## src/rtl/multicycle_control.sv

```systemverilog
// multicycle_control
// Main sequencing FSM of the multicycle 16-bit core. It walks each instruction
// through fetch, decode, execute, memory and write-back. It also drives the
// datapath selects and enables, the memory request handshake and the opcode
// presented to the ALU control decoder.
//
// state     | meaning
// ----------+----------------------------------------------------------
// IDLE      | one cycle after reset release, all outputs low
// FETCH     | read instruction at PC, PC+1 into PC when memory is ready
// DECODE    | branch target into ALUOut, dispatch on opcode
// EXEC_R    | reg A op reg B
// EXEC_I    | reg A op sign-extended immediate
// ALU_WB    | ALUOut into register file (rd for R-type, rt for ADDI)
// MEM_ADDR  | effective address = reg A + imm
// MEM_RD    | data read at ALUOut, held until memory is ready
// MEM_WB    | memory data into register file
// MEM_WR    | data write at ALUOut, held until memory is ready
// BRANCH    | A - B compare, conditional PC load from ALUOut
// JUMP      | PC load from jump target
// HALT      | parked until reset

module multicycle_control #(
    parameter int RETIRE_W = 16
) (
    input  logic                clk,
    input  logic                rst,
    input  logic [3:0]          opcode,
    input  logic                mem_ready,
    output logic                mem_req,
    output logic                mem_we,
    output logic                i_or_d,
    output logic                ir_write,
    output logic                pc_write,
    output logic                pc_write_cond,
    output logic [1:0]          pc_src,
    output logic                alu_src_a,
    output logic [1:0]          alu_src_b,
    output logic [3:0]          alu_opcode,
    output logic                reg_write,
    output logic                reg_dst,
    output logic                mem_to_reg,
    output logic                halted,
    output logic                illegal,
    output logic [RETIRE_W-1:0] retired
);

    localparam logic [3:0] OP_R    = 4'b0000;
    localparam logic [3:0] OP_ADDI = 4'b0001;
    localparam logic [3:0] OP_LW   = 4'b0010;
    localparam logic [3:0] OP_SW   = 4'b0011;
    localparam logic [3:0] OP_BEQ  = 4'b0100;
    localparam logic [3:0] OP_JMP  = 4'b0101;
    localparam logic [3:0] OP_HALT = 4'b1111;

    localparam logic [3:0] ALU_ADD = 4'b0001;
    localparam logic [3:0] ALU_SUB = 4'b0100;

    typedef enum logic [3:0] {
        S_IDLE,
        S_FETCH,
        S_DECODE,
        S_EXEC_R,
        S_EXEC_I,
        S_ALU_WB,
        S_MEM_ADDR,
        S_MEM_RD,
        S_MEM_WB,
        S_MEM_WR,
        S_BRANCH,
        S_JUMP,
        S_HALT
    } state_t;

    state_t state;
    state_t state_n;
    logic   retire_now;

    // State register; reset parks the FSM in IDLE so every output drops at once.
    always_ff @(posedge clk or posedge rst) begin
        if (rst) begin
            state <= S_IDLE;
        end else begin
            state <= state_n;
        end
    end

    // Next-state selection from current state, opcode and memory handshake.
    always_comb begin
        state_n = state;
        case (state)
            S_IDLE:     state_n = S_FETCH;
            S_FETCH:    if (mem_ready) state_n = S_DECODE;
            S_DECODE: begin
                case (opcode)
                    OP_R:         state_n = S_EXEC_R;
                    OP_ADDI:      state_n = S_EXEC_I;
                    OP_LW, OP_SW: state_n = S_MEM_ADDR;
                    OP_BEQ:       state_n = S_BRANCH;
                    OP_JMP:       state_n = S_JUMP;
                    OP_HALT:      state_n = S_HALT;
                    default:      state_n = S_FETCH;
                endcase
            end
            S_EXEC_R:   state_n = S_ALU_WB;
            S_EXEC_I:   state_n = S_ALU_WB;
            S_ALU_WB:   state_n = S_FETCH;
            S_MEM_ADDR: state_n = (opcode == OP_SW) ? S_MEM_WR : S_MEM_RD;
            S_MEM_RD:   if (mem_ready) state_n = S_MEM_WB;
            S_MEM_WB:   state_n = S_FETCH;
            S_MEM_WR:   if (mem_ready) state_n = S_FETCH;
            S_BRANCH:   state_n = S_FETCH;
            S_JUMP:     state_n = S_FETCH;
            S_HALT:     state_n = S_HALT;
            default:    state_n = S_IDLE;
        endcase
    end

    // Moore output decode; only the FETCH load enables look at mem_ready.
    always_comb begin
        mem_req       = 1'b0;
        mem_we        = 1'b0;
        i_or_d        = 1'b0;
        ir_write      = 1'b0;
        pc_write      = 1'b0;
        pc_write_cond = 1'b0;
        pc_src        = 2'b00;
        alu_src_a     = 1'b0;
        alu_src_b     = 2'b00;
        alu_opcode    = 4'b0000;
        reg_write     = 1'b0;
        reg_dst       = 1'b0;
        mem_to_reg    = 1'b0;
        halted        = 1'b0;
        illegal       = 1'b0;
        case (state)
            S_FETCH: begin
                mem_req    = 1'b1;
                alu_src_b  = 2'b01;
                alu_opcode = ALU_ADD;
                ir_write   = mem_ready;
                pc_write   = mem_ready;
            end
            S_DECODE: begin
                alu_src_b  = 2'b10;
                alu_opcode = ALU_ADD;
                illegal    = !(opcode inside {OP_R, OP_ADDI, OP_LW, OP_SW,
                                              OP_BEQ, OP_JMP, OP_HALT});
            end
            S_EXEC_R: begin
                alu_src_a  = 1'b1;
                alu_opcode = opcode;
            end
            S_EXEC_I: begin
                alu_src_a  = 1'b1;
                alu_src_b  = 2'b10;
                alu_opcode = opcode;
            end
            S_ALU_WB: begin
                reg_write = 1'b1;
                reg_dst   = (opcode == OP_R);
            end
            S_MEM_ADDR: begin
                alu_src_a  = 1'b1;
                alu_src_b  = 2'b10;
                alu_opcode = ALU_ADD;
            end
            S_MEM_RD: begin
                mem_req = 1'b1;
                i_or_d  = 1'b1;
            end
            S_MEM_WB: begin
                reg_write  = 1'b1;
                mem_to_reg = 1'b1;
            end
            S_MEM_WR: begin
                mem_req = 1'b1;
                mem_we  = 1'b1;
                i_or_d  = 1'b1;
            end
            S_BRANCH: begin
                alu_src_a     = 1'b1;
                alu_opcode    = ALU_SUB;
                pc_write_cond = 1'b1;
                pc_src        = 2'b01;
            end
            S_JUMP: begin
                pc_write = 1'b1;
                pc_src   = 2'b10;
            end
            S_HALT: begin
                halted = 1'b1;
            end
            default: begin
            end
        endcase
    end

    // An instruction retires on its final cycle; HALT retires as it is entered.
    always_comb begin
        retire_now = 1'b0;
        case (state)
            S_ALU_WB, S_MEM_WB, S_BRANCH, S_JUMP: retire_now = 1'b1;
            S_MEM_WR: retire_now = mem_ready;
            S_DECODE: retire_now = (opcode == OP_HALT);
            default:  retire_now = 1'b0;
        endcase
    end

    // Retired-instruction counter, wraps naturally at full scale.
    always_ff @(posedge clk or posedge rst) begin
        if (rst) begin
            retired <= '0;
        end else if (retire_now) begin
            retired <= retired + 1'b1;
        end
    end

endmodule

```

## config.mk

```make
export PLATFORM = sky130hd
export DESIGN_NAME = multicycle_control
export DESIGN_NICKNAME = d
export VERILOG_FILES = /design/src/rtl/multicycle_control.sv
export SDC_FILE = /design/constraint.sdc
export NUM_CORES = 1
export LEC_CHECK = 0
export ABC_CLOCK_PERIOD_IN_PS = 2700
export BUFFER_PORTS_ARGS = -buffer_cell sky130_fd_sc_hd__clkbuf_2
export CAP_MARGIN = 15
export CORE_ASPECT_RATIO = 0.7
export CORE_MARGIN = 1.5
export CORE_UTILIZATION = 41
export DETAILED_ROUTE_END_ITERATION = 16
export GPL_TIMING_DRIVEN = 0
export HOLD_SLACK_MARGIN = 0.05
export PLACE_DENSITY_LB_ADDON = 0.08
export SYNTH_ARGS = -nofsm -noshare
export SYNTH_HDL_FRONTEND = slang
export SYNTH_SLANG_ARGS = --single-unit
```

## constraint.sdc

```tcl
create_clock -name clk -period 2.7 [get_ports clk]
set_input_delay 0.405 -clock clk [delete_from_list [all_inputs] [get_ports clk]]
set_output_delay 0.405 -clock clk [all_outputs]
set_load 0.01 [all_outputs]
```

Word-level counts from Yosys, hierarchy flattened
Index checks and enable logic that the tools add are counted.
{"block": "word_totals", "ff_bits": 20, "out_inout_bits": 36, "elab_cells": 61}
{"block": "classes", "add_sub_neg": 1, "n_eq_ne": 21, "muxes": 22, "n_reduce_logical": 15}
{"cell": "4-bit one-hot mux with 8 select lines", "n": 1}
{"cell": "4-bit by 3-bit == test with 1-bit output, second input constant", "n": 6}
{"cell": "4-bit == test, second input constant", "n": 6}
{"cell": "4-bit one-hot mux with 6 select lines", "n": 1}
{"cell": "16-bit by 1-bit adder with 16-bit output, second input constant", "n": 1}
{"cell": "4-bit by 2-bit == test with 1-bit output, second input constant", "n": 4}
{"cell": "4-bit two-way mux", "n": 4}
{"cell": "4-bit one-hot mux with 3 select lines", "n": 1}
{"cell": "1-bit two-way mux", "n": 11}
{"cell": "3-bit OR reduction", "n": 3}
{"cell": "4-bit by 1-bit == test with 1-bit output, second input constant", "n": 2}
{"cell": "4-bit zero test", "n": 2}
{"cell": "2-bit one-hot mux with 2 select lines", "n": 2}
{"cell": "2-bit OR reduction", "n": 4}
{"cell": "4-bit OR reduction", "n": 2}
{"cell": "7-bit nonzero test", "n": 1}
{"cell": "2-bit inequality test, second input constant", "n": 3}
{"cell": "5-bit OR reduction", "n": 1}
{"cell": "1-bit one-hot mux with 3 select lines", "n": 1}
{"cell": "3-bit AND reduction", "n": 1}
{"cell": "1-bit one-hot mux with 2 select lines", "n": 1}
{"cell": "1-bit zero test", "n": 1}

Logic depth before layout (Yosys ltp)
Gate-level depths: netlist of the first run.
{"block": "logic_depth", "ltp_word": 4, "mapped_depth": 6, "mapped_depth_nobuf": 4}

Least setup slack after synthesis of the first run
No wires, ideal clock.
{"block": "synth_timing", "kind": "reg-to-output", "startpoint": "register state[3]", "endpoint": "output pc_write", "arrival_ns": 1.490, "required_time_ns": 2.295, "setup_slack_ns": 0.805, "path_stages_with_launch": 4, "path_buffers": 1, "path_cell_list": "dfrtp_1 -> clkbuf_1 -> nor4_1 -> or2_2"}
{"block": "synth_between", "elab_chain_cells": 2, "word_cells_on_any_way": 3, "classes_between": "eq/ne: 2; mux: 1"}
{"element": "start: declaration", "line": "75", "text": "state_t state;"}
{"element": "start signal: assignment", "line": "84", "text": "state <= state_n;"}
{"element": "4-bit == test / 4-bit by 1-bit == test with 1-bit output (equally long branches)", "line": "136", "text": "case (state)"}
{"element": "1-bit one-hot mux with 2 select lines (*)", "line": "136"}
{"element": "end: declaration", "line": "34", "text": "output logic pc_write,"}
Mark *: on every way between the ends. The rest lies on a longest branch, timed or not.

Worst setup path in the final report of the first run
{"block": "layout_timing", "startpoint": "register state[1]", "endpoint": "output reg_dst"}
{"block": "layout_between", "elab_chain_cells": 2}
{"element": "4-bit by 3-bit == test with 1-bit output", "line": "136"}
{"element": "1-bit two-way mux", "line": "136"}
{"element": "end: declaration", "line": "41", "text": "output logic reg_dst,"}
No other way between the ends.

==> results.json, run 1 <==
{
  "synth_compound_area_frac": 0.214,
  "p_switching_mw": 0.633,
  "die_area_mm2": 0.00376,
  "grt_usage": 0.204,
  "ctsRootBufferMaster": "clkbuf_8",
  "core.rowCount": 17,
  "setup_tns_ps": 0,
  "dr_wl_met3_um": 258,
  "crit_chain": "nand2b_4, nor3b_4, buf_2, and3_1, clkbuf_2",
  "status": "finished, final reports clean",
  "preCtsSetupSlack_ps": 659,
  "max_slew_margin": 0.503,
  "yosys_warnings": 0,
  "p_sw_frac": 0.440,
  "final_util": 0.533,
  "routed-via-count": 1358,
  "hpwl_um": 2640,
  "fin_hold_ws_ps": 241,
  "layout_commonest_cell": "clkbuf_2",
  "synth_top_family_by_area": "simple AND/OR/NAND/NOR gates",
  "ys.flop_type": "dfrtp_1",
  "clock_latency_ps": 260,
  "die_x_um": 72.7,
  "nets": 207,
  "startpoint_type": "flip-flop",
  "mostFrequentLayoutCells": "clkbuf_2 (41), dfrtp_1 (20), xnor2_1 (15), nor2_1 (15), nand2_1 (8)",
  "crit_path_max_incr_delay_ps": 460,
  "synth-simple-area-share": 0.259,
  "routed.top_layer": "met4",
  "grt_setup_unrepaired": "false",
  "cts_max_path_buffers": 2,
  "yosys.area_share.xor_xnor": 0.0943,
  "via_per_inst": 5.75,
  "fin_skew_ps": 2.10,
  "ctsResizeCount": 0,
  "htree_levels": 1,
  "portBuffers": 41,
  "pwr-share-comb": 0.534,
  "synth-edff-count": 0,
  "dr_wl_met2_um": 1380,
  "grt_pass1_wl_um": 5940,
  "fin_ws_ps": 346,
  "cts_hold_buf": 0,
  "ant_nets": 0,
  "routed_wl_um": 3500,
  "finalPower_mw": 1.44,
  "final_layout_size_suffix_gt1_frac": 0.303,
  "fp.dieH_um": 51.8,
  "worst_pin_slew_ps": 745,
  "power_density_mw_per_mm2": 845,
  "crit_fanout": 10,
  "clkPwrFrac": 0.162,
  "p_leak_nw": 0.785,
  "hold_viol": 0,
  "syn2layout_area_growth_pct": 22.1,
  "fin_crit_sh": 0.872,
  "seqPwrFrac": 0.304,
  "mappedNetlistNets": 161,
  "slew_violations": 0,
  "setup_viol": 0,
  "synth_adder_area_share": 0.00898,
  "cts_buffers": 3,
  "met1_length_um": 1820,
  "synthDistinctLibCells": 43,
  "peakVddDrop_v": 0.000734,
  "clock-sinks": 20,
  "drt-pass1-iter-count": 7,
  "synthCells": 153,
  "cts_tree": "yes",
  "period_minus_slack_ps": 2350,
  "cap_violations": 0,
  "yosysSeqAreaShare": 0.359,
  "grt_pass1_vias": 1237,
  "wl_per_cell_um": 14.8,
  "grt-ovfl-total": 0,
  "core-area_mm2": 0.00319,
  "slowest_stage": "dfrtp_1",
  "num_antenna_cells": 0,
  "grt_max_degree": 21,
  "io_pins": 43,
  "synthesis.area_mm2": 0.00139,
  "fmaxAchievable_mhz": 425,
  "p_int_mw": 0.805,
  "worstPathRequired_ps": 2300,
  "worst-setup-path-type": "reg -> out",
  "clkTransAtPathRegs_ps": 80,
  "gp_congestion": 0.913,
  "start_util": 0.437,
  "hold_class": "in -> async",
  "critPathArrivalTime_ps": 1950,
  "ys_seq_elements": 20,
  "drcViolationCount": 0,
  "grt_antenna_before_repair": 0,
  "avgSynthCellArea_um2": 9.11,
  "first_iter_violations": 107,
  "end_kind": "primary output",
  "synth-async-reset-ratio": 1.00,
  "muxShareOfSynthArea": 0.00808,
  "cts_setup_buffers": 0
}
==> registers in the layout (all words and copies together) (netlist names) <==
name,flops
retired,16
state,4
==> power by group through the flow <==
stage                     combinational, mW  clock (mW)  sequential (mW)
after floorplan                       0.511           0            0.447
after global placement                0.753           0            0.437
after detailed placement              0.763           0            0.442
after CTS                             0.765       0.235            0.438
after global routing                  0.840       0.254            0.452
final                                 0.767       0.233            0.438
==> cell type report <==
cell class	instances	area, µm²
plain buffers	12	67.6
clock buffers	4	55.1
fillers	307	1490
inverters	3	11.3
multi-input cells	118	815
flip-flops and latches	20	500
well taps	38	47.5
repair buffers	41	205
==> path summary, 6_finish.rpt <==
check / startpoint / end / slack, ps / cells past startpoint
setup / recovery: state[1] / reg_dst / 350 / 5
hold / removal: rst / retired[1] / 240 / 2
setup reg to reg: state[1] / retired[10] / 890 / 5
hold reg to reg: retired[15] / retired[15] / 490 / 1
max in group asynchronous: rst / retired[11] / 1990 / 2
min in group clk: retired[15] / retired[15] / 490 / 1
==> metal layers <==
layer / vias to the layer above / global-route usage
met5: - / 0
met4: 0 / 0.0440
met3: 4 / 0.0659
met2: 57 / 0.274
met1: 650 / 0.311
li1: 647 / -
==> Yosys cell counts, types with 2 or more instances <==
cell / count / area share
nor2_1: 15 / 0.040
dfrtp_1: 20 / 0.36
nor2b_1: 4 / 0.018
o211ai_1: 7 / 0.038
a211oi_1: 3 / 0.016
clkbuf_1: 6 / 0.016
o2111ai_1: 6 / 0.038
or2_2: 4 / 0.018
o21ai_0: 6 / 0.022
nand2b_1: 3 / 0.013
a21oi_1: 3 / 0.011
xnor2_1: 15 / 0.094
buf_6: 2 / 0.016
a21o_1: 2 / 0.011
inv_1: 3 / 0.0081
nor3_1: 7 / 0.025
and3_1: 7 / 0.031
and2_1: 4 / 0.018
nand4_1: 3 / 0.013
nand2_1: 8 / 0.022
buf_2: 3 / 0.011
==> stage by stage <==
stage | cell area (µm²) | instances
after global routing | 1700 | 236
after global placement | 1650 | 232
after CTS | 1700 | 236
final | 1700 | 236
after detailed placement | 1650 | 232
after floorplan | 1390 | 153
==> critical path, delay by kind of cell, from the launching register on <==
family | cells | cell delay [ps]
DFF | 1 | 460
buffers and inverters | 2 | 440
and+or+nand+nor | 3 | 790
==> cell families after synthesis <==
group,after synthesis
flip-flops,20
multiplexers,1
XOR/XNOR,15
AO/OA/AOI/OAI,40
AND/OR/NAND/NOR,61
adder cells (fa/ha/maj),1
buffers and inverters,15
No activity file was read; power rests on OpenSTA's default activity.
==> run 2: changes to the inputs <==
Settings changed: ABC_AREA from default to 1.
==> results.json, run 2 <==
{
  "mostFrequentLayoutCells": "nand2_1 (61), clkbuf_2 (42), nor2_1 (33)",
  "die_x_um": 79.0,
  "fin_crit_sh": 0.745,
  "hold_class": "in -> async",
  "synth_top_area_frac": 0.302,
  "peakVddDrop_v": 0.000273,
  "startpoint_type": "flip-flop",
  "nets": 293,
  "fmaxAchievable_mhz": 497,
  "setup_viol": 0,
  "grt-ovfl-total": 0,
  "fp.dieH_um": 56.2,
  "clkPwrFrac": 0.187,
  "end_kind": "primary output",
  "slew_violations": 0,
  "fillers": 410,
  "yosys-top-cells-count": "nand2_1 (61), nor2_1 (33), inv_1 (29)",
  "fin_skew_ps": 2.00,
  "yosysSeqAreaShare": 0.302,
  "synthesis.area_mm2": 0.00166,
  "ys.flop_type": "dfrtp_1",
  "hpwl_um": 3120,
  "final_util": 0.514,
  "io_pins": 43,
  "routed-via-count": 1606,
  "p_leak_nw": 1.10,
  "cts_max_path_buffers": 2,
  "portBuffers": 42,
  "start_util": 0.425,
  "cts_setup_buffers": 0,
  "power_density_mw_per_mm2": 818,
  "clock-sinks": 20,
  "grt_max_degree": 21,
  "period_minus_slack_ps": 2010,
  "core.rowCount": 19,
  "synthDistinctLibCells": 23,
  "multiInputGateArea_um2": 982,
  "cts_hold_buf": 0,
  "gp_congestion": 0.836,
  "htree_levels": 1,
  "ys_seq_elements": 20,
  "avgSynthCellArea_um2": 6.96,
  "first_iter_violations": 105,
  "grt_setup_unrepaired": "false",
  "layout_commonest_cell": "nand2_1",
  "grt_usage": 0.189,
  "core-area_mm2": 0.00390,
  "p_sw_frac": 0.469,
  "die_area_mm2": 0.00444,
  "cts_tree": "yes",
  "grt_antenna_before_repair": 0,
  "final_layout_size_suffix_gt1_frac": 0.320,
  "critPathArrivalTime_ps": 1610,
  "cap_violations": 0,
  "synthCells": 238,
  "clock_latency_ps": 260,
  "via_per_inst": 4.78,
  "yosys.area.top_type": "dfrtp_1",
  "finalPower_mw": 1.64,
  "setup_tns_ps": 0,
  "grt_pass1_wl_um": 6440,
  "largest_reg_flops": 16,
  "syn2layout_area_growth_pct": 20.9,
  "ctsResizeCount": 0,
  "final-seq-area_um2": 500,
  "routed_wl_um": 3910,
  "num_antenna_cells": 0,
  "p_int_mw": 0.869,
  "drcViolationCount": 0,
  "p_switching_mw": 0.769,
  "yosys_warnings": 0,
  "mappedNetlistNets": 246,
  "hold_viol": 0,
  "drt-pass1-iter-count": 4,
  "max_slew_margin": 0.481,
  "pwr-share-comb": 0.549,
  "cts_buffers": 3,
  "crit_fanout": 6,
  "regMostFlops": "retired",
  "synth_area_leaders": "dfrtp_1 (30%), nand2_1 (14%), nor2_1 (7.5%), inv_1 (6.6%), o21ai_2 (5.8%)",
  "synth-edff-count": 0,
  "worst-setup-path-type": "reg -> out",
  "worstPathRequired_ps": 2300,
  "status": "finished, final reports clean",
  "seqPwrFrac": 0.264,
  "grt_pass1_vias": 1358,
  "yosysMostFrequentCell": "nand2_1",
  "reg_top3": "retired x16, state x4",
  "ant_nets": 0,
  "clkTransAtPathRegs_ps": 80,
  "synth-async-reset-ratio": 1.00,
  "worst_pin_slew_ps": 778,
  "ctsRootBufferMaster": "clkbuf_8",
  "wl_per_cell_um": 11.6
}
[run 2: area by class of cell]
class	instances	area share
Buffer	3	0.0212
Clock buffer	3	0.0206
Clock inverter	1	0.0150
Tap cell	52	0.0325
Timing Repair Buffer	42	0.105
Inverter	35	0.0656
Multi-Input combinational cell	180	0.490
Sequential cell	20	0.250
[run 2: cell families after synthesis]
logic type	Yosys count	share of synthesized area
AO/OA/AOI/OAI	27	0.116
adder cells (fa/ha/maj)	1	0.00755
flip-flops	20	0.302
AND/OR/NAND/NOR	145	0.432
XOR/XNOR	7	0.0370
buffers and inverters	38	0.105
[run 2: worst paths after layout]
check | end | slack [ps] | startpoint | depth (start not counted)
setup reg to reg | retired[10] | 1010 | retired[0] | 8
max in group asynchronous | retired[4] | 1960 | rst | 2
setup / recovery | alu_opcode[0] | 690 | state[0] | 6
hold reg to reg | retired[1] | 580 | retired[1] | 2
hold / removal | retired[11] | 260 | rst | 2
min in group clk | state[3] | 510 | mem_ready | 4
[run 2: metrics by stage]
stage          hold WS (ps)  cell area, µm²  setup WS (ps)  std cells
6_report                255            2000            689        336
5_1_grt                 329            2000            542        336
4_1_cts                 283            2000            697        336
3_5_place_dp            572            1930            999        332
3_3_place_gp            563            1930            982        332
2_1_floorplan           369            1660           1160        238
[run 2: power by group through the flow]
stage                     combinational [mW]  sequential, mW  clock [mW]
final                                  0.900           0.432       0.306
after global routing                   0.985           0.441       0.324
after CTS                              0.903           0.431       0.313
after detailed placement               0.900           0.437           0
after global placement                 0.902           0.438           0
after floorplan                        0.653           0.437           0
[run 2: metal layers]
layer | vias to the layer above | global-route usage | routed length, µm
met5 | - | 0 | 0
met1 | 725 | 0.336 | 2290
met3 | 4 | 0.0426 | 166
met4 | 0 | 0.0351 | 22
met2 | 31 | 0.216 | 1430
li1 | 846 | - | -
[run 2: worst max-delay path: stages, from the launching register on]
cell and delay [ps]:
dfrtp_1 420, inv_1 120, nand2_1 170, o22ai_1 230, inv_1 130, o21ai_1 130
clkbuf_2 140
